**config.mk**
```make
export PLATFORM = sky130hd
export DESIGN_NAME = qpsk_bit_combiner_flat
export DESIGN_NICKNAME = d
export VERILOG_FILES = /design/src/rtl/qpsk_bit_combiner_if.sv /design/src/rtl/qpsk_bit_combiner.sv /design/src/flat_wrapper.sv
export SDC_FILE = /design/constraint.sdc
export NUM_CORES = 1
export LEC_CHECK = 0
export CAP_MARGIN = 20
export CORE_MARGIN = 2
export CORE_UTILIZATION = 48
export CTS_CLUSTER_SIZE = 40
export DETAILED_ROUTE_END_ITERATION = 6
export PLACE_DENSITY = 0.84
export SYNTH_ARGS = -nofsm -noshare
export SYNTH_HDL_FRONTEND = slang
export SYNTH_SLANG_ARGS = --single-unit
export TNS_END_PERCENT = 50
```
**constraint.sdc**
```tcl
create_clock -name clk -period 1.4 [get_ports clk]
set_input_delay 0.28 -clock clk [delete_from_list [all_inputs] [get_ports clk]]
set_output_delay 0.28 -clock clk [all_outputs]
set_load 0.005 [all_outputs]
```
**src/rtl/qpsk_bit_combiner_if.sv**
```systemverilog
// qpsk_bit_combiner_if
//
// Bundles the symbol-input side and the word-output side of the QPSK bit
// combiner into one interface.
//
//   sym_valid   master -> slave  i_bit/q_bit carry a symbol this cycle
//   i_bit       master -> slave  even-stream bit (serial index 0,2,4,...)
//   q_bit       master -> slave  odd-stream bit  (serial index 1,3,5,...)
//   frame_sync  master -> slave  current/next symbol is symbol 0 of a word
//   data_ready  master -> slave  sink accepts data_out
//   data_out    slave -> master  word at the output FIFO head (0 when empty)
//   data_valid  slave -> master  output FIFO is non-empty
//   sym_idx     slave -> master  index of the next expected symbol in the word
//   overflow    slave -> master  sticky: a completed word was dropped
//
// The "slave" modport is the combiner itself; "master" is whatever drives
// the symbols and sinks the words.
interface qpsk_bit_combiner_if #(
    parameter int DATA_W = 8
);
    localparam int IDX_W = $clog2(DATA_W / 2);

    logic              sym_valid;
    logic              i_bit;
    logic              q_bit;
    logic              frame_sync;
    logic              data_ready;
    logic [DATA_W-1:0] data_out;
    logic              data_valid;
    logic [IDX_W-1:0]  sym_idx;
    logic              overflow;

    modport master (
        output sym_valid,
        output i_bit,
        output q_bit,
        output frame_sync,
        output data_ready,
        input  data_out,
        input  data_valid,
        input  sym_idx,
        input  overflow
    );

    modport slave (
        input  sym_valid,
        input  i_bit,
        input  q_bit,
        input  frame_sync,
        input  data_ready,
        output data_out,
        output data_valid,
        output sym_idx,
        output overflow
    );
endinterface

```
**src/rtl/qpsk_bit_combiner.sv**
```systemverilog
// qpsk_bit_combiner
//
// Receive-side inverse of the QPSK bit splitter. Each accepted symbol
// contributes an (I, Q) bit pair, MSB-first: symbol k carries
// I = word[DATA_W-1-2k] and Q = word[DATA_W-2-2k]. After DATA_W/2 symbols
// the reassembled word is pushed into a small output FIFO that is drained
// with a valid/ready handshake. A word that completes while the FIFO is
// full and not being popped is dropped and sets a sticky overflow flag.
//
// Ports:
//   clk    rising-edge system clock
//   rst_n  synchronous active-low reset
//   bus    qpsk_bit_combiner_if.slave (symbol input, word output, status)
//
// Parameters:
//   DATA_W      output word width, even and >= 4
//   FIFO_DEPTH  output FIFO entries, power of two and >= 2
module qpsk_bit_combiner #(
    parameter int DATA_W     = 8,
    parameter int FIFO_DEPTH = 2
) (
    input  logic                  clk,
    input  logic                  rst_n,
    qpsk_bit_combiner_if.slave    bus
);

    localparam int HALF  = DATA_W / 2;
    localparam int IDX_W = $clog2(HALF);
    localparam int SR_W  = DATA_W - 2;
    localparam int PTR_W = $clog2(FIFO_DEPTH);
    localparam int CNT_W = $clog2(FIFO_DEPTH + 1);

    localparam logic [IDX_W-1:0] LAST_IDX = IDX_W'(HALF - 1);
    localparam logic [CNT_W-1:0] FULL_CNT = CNT_W'(FIFO_DEPTH);

    typedef enum logic [1:0] {
        FIFO_EMPTY   = 2'd0,
        FIFO_PARTIAL = 2'd1,
        FIFO_FULL    = 2'd2
    } fifo_state_e;

    // Only the low DATA_W-2 bits of the shift register are ever needed: the
    // final symbol supplies the last two bits directly on the push edge.
    logic [SR_W-1:0]   sr_q,        sr_d;
    logic [IDX_W-1:0]  sym_idx_q,   sym_idx_d;
    logic [DATA_W-1:0] mem_q [FIFO_DEPTH];
    logic [DATA_W-1:0] mem_d [FIFO_DEPTH];
    logic [PTR_W-1:0]  wr_ptr_q,    wr_ptr_d;
    logic [PTR_W-1:0]  rd_ptr_q,    rd_ptr_d;
    logic [CNT_W-1:0]  count_q,     count_d;
    fifo_state_e       fifo_state_q, fifo_state_d;
    logic              overflow_q,  overflow_d;

    logic [DATA_W-1:0] next_word;
    logic              word_done;
    logic              pop;
    logic              push_ok;

    // Symbol assembly runs independently of the FIFO so a dropped word never
    // disturbs symbol alignment. frame_sync overrides normal shifting: with a
    // valid symbol it restarts the word with that symbol as symbol 0,
    // without one it simply rewinds to symbol 0.
    always_comb begin
        next_word = {sr_q, bus.i_bit, bus.q_bit};
        sr_d      = sr_q;
        sym_idx_d = sym_idx_q;
        word_done = 1'b0;

        if (bus.frame_sync) begin
            if (bus.sym_valid) begin
                sr_d      = SR_W'({bus.i_bit, bus.q_bit});
                sym_idx_d = IDX_W'(1);
            end else begin
                sr_d      = '0;
                sym_idx_d = '0;
            end
        end else if (bus.sym_valid) begin
            sr_d = next_word[SR_W-1:0];
            if (sym_idx_q == LAST_IDX) begin
                sym_idx_d = '0;
                word_done = 1'b1;
            end else begin
                sym_idx_d = sym_idx_q + IDX_W'(1);
            end
        end
    end

    // FIFO bookkeeping. A pop frees the head slot on the same edge, so a
    // completed word is still accepted when the FIFO is full but draining.
    always_comb begin
        mem_d        = mem_q;
        wr_ptr_d     = wr_ptr_q;
        rd_ptr_d     = rd_ptr_q;
        count_d      = count_q;
        overflow_d   = overflow_q;
        fifo_state_d = fifo_state_q;

        pop     = (fifo_state_q != FIFO_EMPTY) && bus.data_ready;
        push_ok = word_done && ((fifo_state_q != FIFO_FULL) || pop);

        if (push_ok) begin
            mem_d[wr_ptr_q] = next_word;
            wr_ptr_d        = wr_ptr_q + PTR_W'(1);
        end

        if (pop) begin
            rd_ptr_d = rd_ptr_q + PTR_W'(1);
        end

        if (word_done && !push_ok) begin
            overflow_d = 1'b1;
        end

        if (push_ok && !pop) begin
            count_d = count_q + CNT_W'(1);
        end else if (pop && !push_ok) begin
            count_d = count_q - CNT_W'(1);
        end

        if (count_d == '0) begin
            fifo_state_d = FIFO_EMPTY;
        end else if (count_d == FULL_CNT) begin
            fifo_state_d = FIFO_FULL;
        end else begin
            fifo_state_d = FIFO_PARTIAL;
        end
    end

    // All state is registered here; reset also clears the storage so that
    // nothing stale is ever observable after a reset.
    always_ff @(posedge clk) begin
        if (!rst_n) begin
            sr_q         <= '0;
            sym_idx_q    <= '0;
            wr_ptr_q     <= '0;
            rd_ptr_q     <= '0;
            count_q      <= '0;
            fifo_state_q <= FIFO_EMPTY;
            overflow_q   <= 1'b0;
            for (int i = 0; i < FIFO_DEPTH; i++) begin
                mem_q[i] <= '0;
            end
        end else begin
            sr_q         <= sr_d;
            sym_idx_q    <= sym_idx_d;
            wr_ptr_q     <= wr_ptr_d;
            rd_ptr_q     <= rd_ptr_d;
            count_q      <= count_d;
            fifo_state_q <= fifo_state_d;
            overflow_q   <= overflow_d;
            for (int i = 0; i < FIFO_DEPTH; i++) begin
                mem_q[i] <= mem_d[i];
            end
        end
    end

    // data_out is forced to zero while empty so the sink never sees a stale
    // word from a slot that has already been popped.
    assign bus.data_valid = (fifo_state_q != FIFO_EMPTY);
    assign bus.data_out   = (fifo_state_q != FIFO_EMPTY) ? mem_q[rd_ptr_q] : '0;
    assign bus.sym_idx    = sym_idx_q;
    assign bus.overflow   = overflow_q;

endmodule

```
**src/flat_wrapper.sv**
```systemverilog
// flat-port wrapper written by rule: the top's interface ports become plain ports
module qpsk_bit_combiner_flat 
#(
    parameter int DATA_W     = 8,
    parameter int FIFO_DEPTH = 2
)
  (clk, rst_n, bus_sym_valid, bus_i_bit, bus_q_bit, bus_frame_sync, bus_data_ready, bus_data_out, bus_data_valid, bus_sym_idx, bus_overflow);
  qpsk_bit_combiner_if #(.DATA_W(DATA_W)) bus_i ();
  input  logic clk;
  input  logic rst_n;
  input wire logic [$bits(bus_i.sym_valid)-1:0] bus_sym_valid;
  input wire logic [$bits(bus_i.i_bit)-1:0] bus_i_bit;
  input wire logic [$bits(bus_i.q_bit)-1:0] bus_q_bit;
  input wire logic [$bits(bus_i.frame_sync)-1:0] bus_frame_sync;
  input wire logic [$bits(bus_i.data_ready)-1:0] bus_data_ready;
  output wire logic [$bits(bus_i.data_out)-1:0] bus_data_out;
  output wire logic [$bits(bus_i.data_valid)-1:0] bus_data_valid;
  output wire logic [$bits(bus_i.sym_idx)-1:0] bus_sym_idx;
  output wire logic [$bits(bus_i.overflow)-1:0] bus_overflow;
  assign bus_i.sym_valid = bus_sym_valid;
  assign bus_i.i_bit = bus_i_bit;
  assign bus_i.q_bit = bus_q_bit;
  assign bus_i.frame_sync = bus_frame_sync;
  assign bus_i.data_ready = bus_data_ready;
  assign bus_data_out = bus_i.data_out;
  assign bus_data_valid = bus_i.data_valid;
  assign bus_sym_idx = bus_i.sym_idx;
  assign bus_overflow = bus_i.overflow;
  qpsk_bit_combiner #(.DATA_W(DATA_W), .FIFO_DEPTH(FIFO_DEPTH)) u_core (.clk(clk), .rst_n(rst_n), .bus(bus_i));
endmodule
```
==> impl_metrics.tcl, run 1 <==
set metrics [dict create \
    cts-root-buf "clkbuf_4" \
    via_per_inst 5.43 \
    syn_inst 155 \
    hold_violations 0 \
    drtIter0Drc 21 \
    whs_ps 456 \
    worstPathArrival_ps 1190 \
    drive_gt1_share_pct 31.3 \
    avgRoutedWirePerCell_um 13.8 \
    power.density_nw_per_um2 917 \
    slew_viol_final 0 \
    setup_tns_ps -550 \
    fin_nets 202 \
    port_buffers 18 \
    cts.sinks 31 \
    area_growth_pct 36.9 \
    cp_top_family "flip-flops" \
    ys_warn_count 0 \
    post_synth.cell_area_avg_um2 9.10 \
    clock_tree.buffer_depth 2 \
    antenna_found_initial 0 \
    dpl.hpwl_um 2130 \
    final_cell_mix "25 x nand2_1, 25 x dfxtp_1, 22 x mux2i_1, 16 x nor2_1, 14 x buf_4" \
    setup_viol 10 \
    hold_depth 2 \
    start_util_pct 50.7 \
    rsz0062_at_grt "true" \
    hold_buffers 0 \
    max_stage_delay_ps 360 \
    drc 0 \
    totalWireLength_um 3120 \
    reg2reg_from "u_core.bus.sym_idx[0]" \
    clk_pin_slew_ps 100 \
    r2r-end "u_core.count_q[0]" \
    grt_pass1_vias 1171 \
    grt_pass1_wl_um 5080 \
    status "finished, violations left" \
    diodes 0 \
    die_area_um2 3390 \
    row_count 19 \
    die_h_um 58.2 \
    skew_ps 9.61 \
    critPathCaptureType "primary output" \
    maxSlewHeadroom_pct 80.3 \
    dieWidth_um 58.2 \
    cts_buffers 5 \
    gp_congestion 0.780 \
    drtAntennaViolNets 0 \
    crit_type "flop to primary output" \
    setup_ws_ps -71.1 \
    syn_area_um2 1410 \
    r2r_setup_slack_ps -30 \
    vias 1227 \
    cp_cell_sequence "buf_12 -> mux2i_1 -> nor2_1 -> buf_2" \
    synth-seq-cells 31 \
    track_usage_pct 20.5 \
    required_ps 1120 \
    worst-path-buf-inv 2 \
    syn_nets 163 \
    ys_types 31 \
    maxCapViolCount 0 \
    vdd_drop_max_mv 0.777 \
    hold_path.class "flop to flop" \
    dr.pass1.iters 4 \
    clock_latency_ps 340 \
    worst_slew_pin_slew_ps 296 \
    cts_tree "done" \
    h-tree-depth 2 \
    coreArea_um2 2780 \
    yosysSeqAreaShare_pct 44.0 \
    min_period_over_period_pct 105 \
    grt_overflow_total 0 \
    timing.fmax_ghz 0.680 \
    ios 19 \
    holdPathEnd "u_core.mem_q[9]" \
    slowest_stage "dfxtp_2" \
    rr_worst_depth 5 \
    period_needed_ps 1470 \
    grt_max_degree 22 \
    hold_start "u_core.mem_q[9]" \
    worstPathMaxFanout 8 \
    violations "setup timing" \
    p_leak_uw 0.000840 \
    cp-start-kind "flop" \
]
[metal layers]
metal,part of all wire (%),up-vias,wire length (um),global-route usage (%)
li1,-,601,-,-
met1,39,589,1220,20.6
met2,54,28,1680,38.8
met3,4.6,9,143,4.69
met4,2.5,0,78,10.3
met5,0,-,0,0
[repair_timing]
action	in CTS	in global routing
resized for setup	55	12
buffers inserted	2	1
pin swaps	4	3
gates cloned	0	1
setup endpoints to repair	23	26
[synthesized netlist by cell type]
cell / count / area share, %
mux2i_1: 22 / 16
nand2b_1: 3 / 1.3
buf_2: 3 / 1.1
nand3b_1: 1 / 0.53
ha_1: 1 / 0.89
dfxtp_1: 31 / 44
o21ai_1: 9 / 3.2
nand2_2: 1 / 0.44
nand2_1: 25 / 6.7
nor3b_1: 2 / 1.1
nor3b_2: 1 / 0.89
nor3_1: 1 / 0.35
and3b_4: 1 / 0.89
nand3_1: 8 / 2.8
inv_1: 1 / 0.27
nor2_1: 17 / 4.5
o211ai_1: 1 / 0.53
xnor2_1: 2 / 1.2
mux2i_2: 1 / 0.98
o21a_1: 1 / 0.53
mux2_4: 1 / 1.1
a21oi_1: 4 / 1.4
nand4_1: 1 / 0.44
nand3b_4: 1 / 1.4
xor2_1: 1 / 0.62
and2_1: 4 / 1.8
nand4b_1: 1 / 0.62
clkbuf_1: 4 / 1.1
nor3_4: 1 / 1.2
buf_6: 1 / 0.80
nor2b_1: 4 / 1.8
[state kept, by name (all words and copies together), names as in the netlist]
register / flops
u_core.bus.sym_idx: 2
u_core.mem_q: 16
u_core.wr_ptr_q: 1
u_core.rd_ptr_q: 1
u_core.count_q: 2
u_core.bus.overflow: 1
u_core.sr_q: 6
u_core.fifo_state_q: 2
[logic make-up (layout without fill, tap and decap cells)]
group | count (synthesis) | after routing | share of synthesized area, %
buf+inv | 9 | 49 | 3.19
mux | 24 | 24 | 17.7
xor+xnor | 3 | 3 | 1.86
compound gates | 15 | 15 | 5.68
flops | 31 | 31 | 44.0
fa+ha+maj | 1 | 1 | 0.887
simple gates | 72 | 72 | 26.7
[per-stage QoR]
stage          power [uW]  worst slack (ps)  area, um2  util, %  instances
2_1_floorplan         974              26.7       1410        -        155
3_3_place_gp         1030              -261       1760     63.1        215
3_5_place_dp         1040              -358       1760     63.1        215
4_1_cts              1770             -82.7       1880     67.5        225
5_1_grt              1840              -153       1930     69.4        226
6_report             1770             -71.1       1930     69.4        226
[where the power goes]
group	switching, uW	leakage (uW)	internal [uW]	total [uW]
Combinational	58.9	0.000538	66.9	126
Sequential	10.2	0.000253	889	900
Clock	323	0.0000482	422	744
Total	392	0.000840	1380	1770
[how the worst max path moves through the flow]
stage | slack [ps] | from | cells after the start | endpoint
6_report | -70 | u_core.rd_ptr_q | 4 | bus_data_out[2]
5_1_grt | -150 | u_core.rd_ptr_q | 4 | bus_data_out[3]
3_5_place_dp | -360 | bus_sym_valid | 5 | u_core.count_q[0]
3_3_place_gp | -260 | bus_sym_valid | 5 | u_core.fifo_state_q[0]
2_1_floorplan | 30 | u_core.bus.sym_idx[0] | 5 | u_core.count_q[0]
4_1_cts | -80 | u_core.rd_ptr_q | 4 | bus_data_out[1]
[final cells by class]
cell class | count | area, um2
Sequential cell | 31 | 631
Tap cell | 31 | 38.8
Clock buffer | 6 | 51.3
Fill cell | 200 | 851
Multi-Input combinational cell | 115 | 818
Timing Repair Buffer | 40 | 353
Inverter | 1 | 3.75
Clock inverter | 2 | 35.0
[worst register-to-register path: cells and delay by family, from the launching register on]
kind,cells,cell delay [ps]
adders and majority gates,1,160
and+or+nand+nor,2,380
muxes,1,270
xor gates and xnor gates,1,180
DFF,1,370
No activity file was read; power rests on OpenSTA's default activity.
==> inputs of run 2 (changes only) <==
--- a/config.mk
+++ b/config.mk
@@ -7,10 +7,11 @@
 export LEC_CHECK = 0
 export CAP_MARGIN = 20
 export CORE_MARGIN = 2
-export CORE_UTILIZATION = 48
+export CORE_UTILIZATION = 57
 export CTS_CLUSTER_SIZE = 40
 export DETAILED_ROUTE_END_ITERATION = 6
-export PLACE_DENSITY = 0.84
+export GPL_ROUTABILITY_DRIVEN = 1
+export PLACE_DENSITY = 0.92
 export SYNTH_ARGS = -nofsm -noshare
 export SYNTH_HDL_FRONTEND = slang
 export SYNTH_SLANG_ARGS = --single-unit
==> constraint.sdc (replaced) <==
create_clock -name clk -period 1.7 [get_ports clk]
set_input_delay 0.34 -clock clk [delete_from_list [all_inputs] [get_ports clk]]
set_output_delay 0.34 -clock clk [all_outputs]
set_load 0.005 [all_outputs]
==> impl_metrics.tcl, run 2 (synthesis gave the netlist of run 1 again) <==
set metrics [dict create \
    status "finished, final reports clean" \
    cp-start-kind "flop" \
    min_period_over_period_pct 97.9 \
    area_growth_pct 27.9 \
    maxSlewHeadroom_pct 80.4 \
    period_needed_ps 1660 \
    fin_nets 196 \
    avgRoutedWirePerCell_um 14.6 \
    skew_ps 9.81 \
    grt_max_degree 19 \
    drtAntennaViolNets 0 \
    port_buffers 18 \
    vias 1162 \
    totalWireLength_um 3160 \
    hold_path.class "flop to flop" \
    power.density_nw_per_um2 674 \
    rsz0062_at_grt "true" \
    worstPathArrival_ps 1320 \
    grt_pass1_wl_um 5030 \
    critPathCaptureType "primary output" \
    h-tree-depth 2 \
    fin_util_pct 74.8 \
    drc 0 \
    p_leak_uw 0.000741 \
    worstPathMaxFanout 4 \
    setup_tns_ps 0 \
    start_util_pct 58.5 \
    maxCapViolCount 0 \
    final_cell_mix "28 x dfxtp_1, 25 x nand2_1, 21 x mux2i_1, 16 x nor2_1, 13 x buf_4" \
    dr.pass1.iters 4 \
    cts.sinks 31 \
    cts_tree "done" \
    dpl.hpwl_um 2180 \
    ios 19 \
    crit_type "flop to primary output" \
    diodes 0 \
    timing.fmax_ghz 0.601 \
    setup_viol 0 \
    coreArea_um2 2410 \
    clock_latency_ps 340 \
    die_h_um 53.7 \
    hold_violations 0 \
    vdd_drop_max_mv 0.632 \
    largest_reg_flops 16 \
    grt_overflow_total 0 \
    drive_gt1_share_pct 18.2 \
    largest_register "u_core.mem_q" \
    worst_slew_pin_slew_ps 293 \
    cts-root-buf "clkbuf_4" \
    grt_pass1_vias 1130 \
    row_count 18 \
    slew_viol_final 0 \
    clk_pin_slew_ps 90 \
    clock_tree.buffer_depth 2 \
    track_usage_pct 25.4 \
    drtIter0Drc 22 \
    reg.largest.list "u_core.mem_q (16), u_core.sr_q (6)" \
    cts_buffers 5 \
    via_per_inst 5.35 \
    die_area_um2 2890 \
    antenna_found_initial 0 \
    final_common_cell "dfxtp_1" \
    gp_congestion 0.785 \
    required_ps 1360 \
    dieWidth_um 53.7 \
]
run 2: cell types whose count changed in the layout (fill, tap and decap cells not counted), moves of 4 or more:
cell | previous run | this run
clkdlybuf4s15_1 | 0 | 7
buf_6 | 5 | 0
clkdlybuf4s50_1 | 6 | 10
buf_2 | 9 | 0
run 2: worst max-delay path, cell delays in order (launching register included):
cell	delay (ps)
dfxtp_2	350
nor2_4	150
inv_1	50
clkdlybuf4s50_1	430
run 2: area by class of cell:
class                      count  area [um2]
multi-input combinational    115         756
sequential                    31         627
fill                         164         607
timing repair buffer          34         338
clock buffer                   6        41.3
tap                           30        37.5
inverter                       1        3.75
run 2: routing by layer:
layer	vias up	global-route usage, %	share of wire, %
li1	587	-	-
met1	543	26.2	39
met4	0	12.8	1.8
met3	7	9.72	4.1
met5	-	0	0
met2	25	44.5	55
run 2: worst paths after layout:
check | start | slack [ps] | endpoint | cells past startpoint
max | u_core.fifo_state_q[1] | 40 | bus_data_valid | 3
min | u_core.mem_q[15] | 460 | u_core.mem_q[15] | 2
max reg2reg | u_core.bus.sym_idx[0] | 190 | u_core.mem_q[3] | 5
min reg2reg | u_core.mem_q[15] | 460 | u_core.mem_q[15] | 2
run 2: report_power, final:
part / total (uW) / internal [uW] / leakage (uW) / switching (uW)
Clock: 383 / 147 / 0.0000242 / 236
Sequential: 739 / 731 / 0.000252 / 7.60
Combinational: 92.5 / 48.4 / 0.000464 / 44.1
Total: 1210 / 927 / 0.000741 / 288
run 2: through the flow:
step / power (uW) / hold WS (ps) / worst slack [ps] / instances / area, um2
detailed placement: 845 / 442 / -86.3 / 207 / 1700
finish: 1210 / 455 / 36.1 / 217 / 1800
floorplan: 802 / 428 / 327 / 155 / 1410
global route: 1260 / 475 / -13.2 / 217 / 1800
global placement: 841 / 435 / 6.29 / 207 / 1700
CTS: 1210 / 453 / -89.8 / 213 / 1740
run 2: timing repair:
action                     in CTS  in global routing
hold buffers                    0                  0
buffers inserted                0                  3
pin swaps                       0                  1
gates cloned                    0                  1
setup endpoints to repair       9                  8
gates resized for setup        11                 13
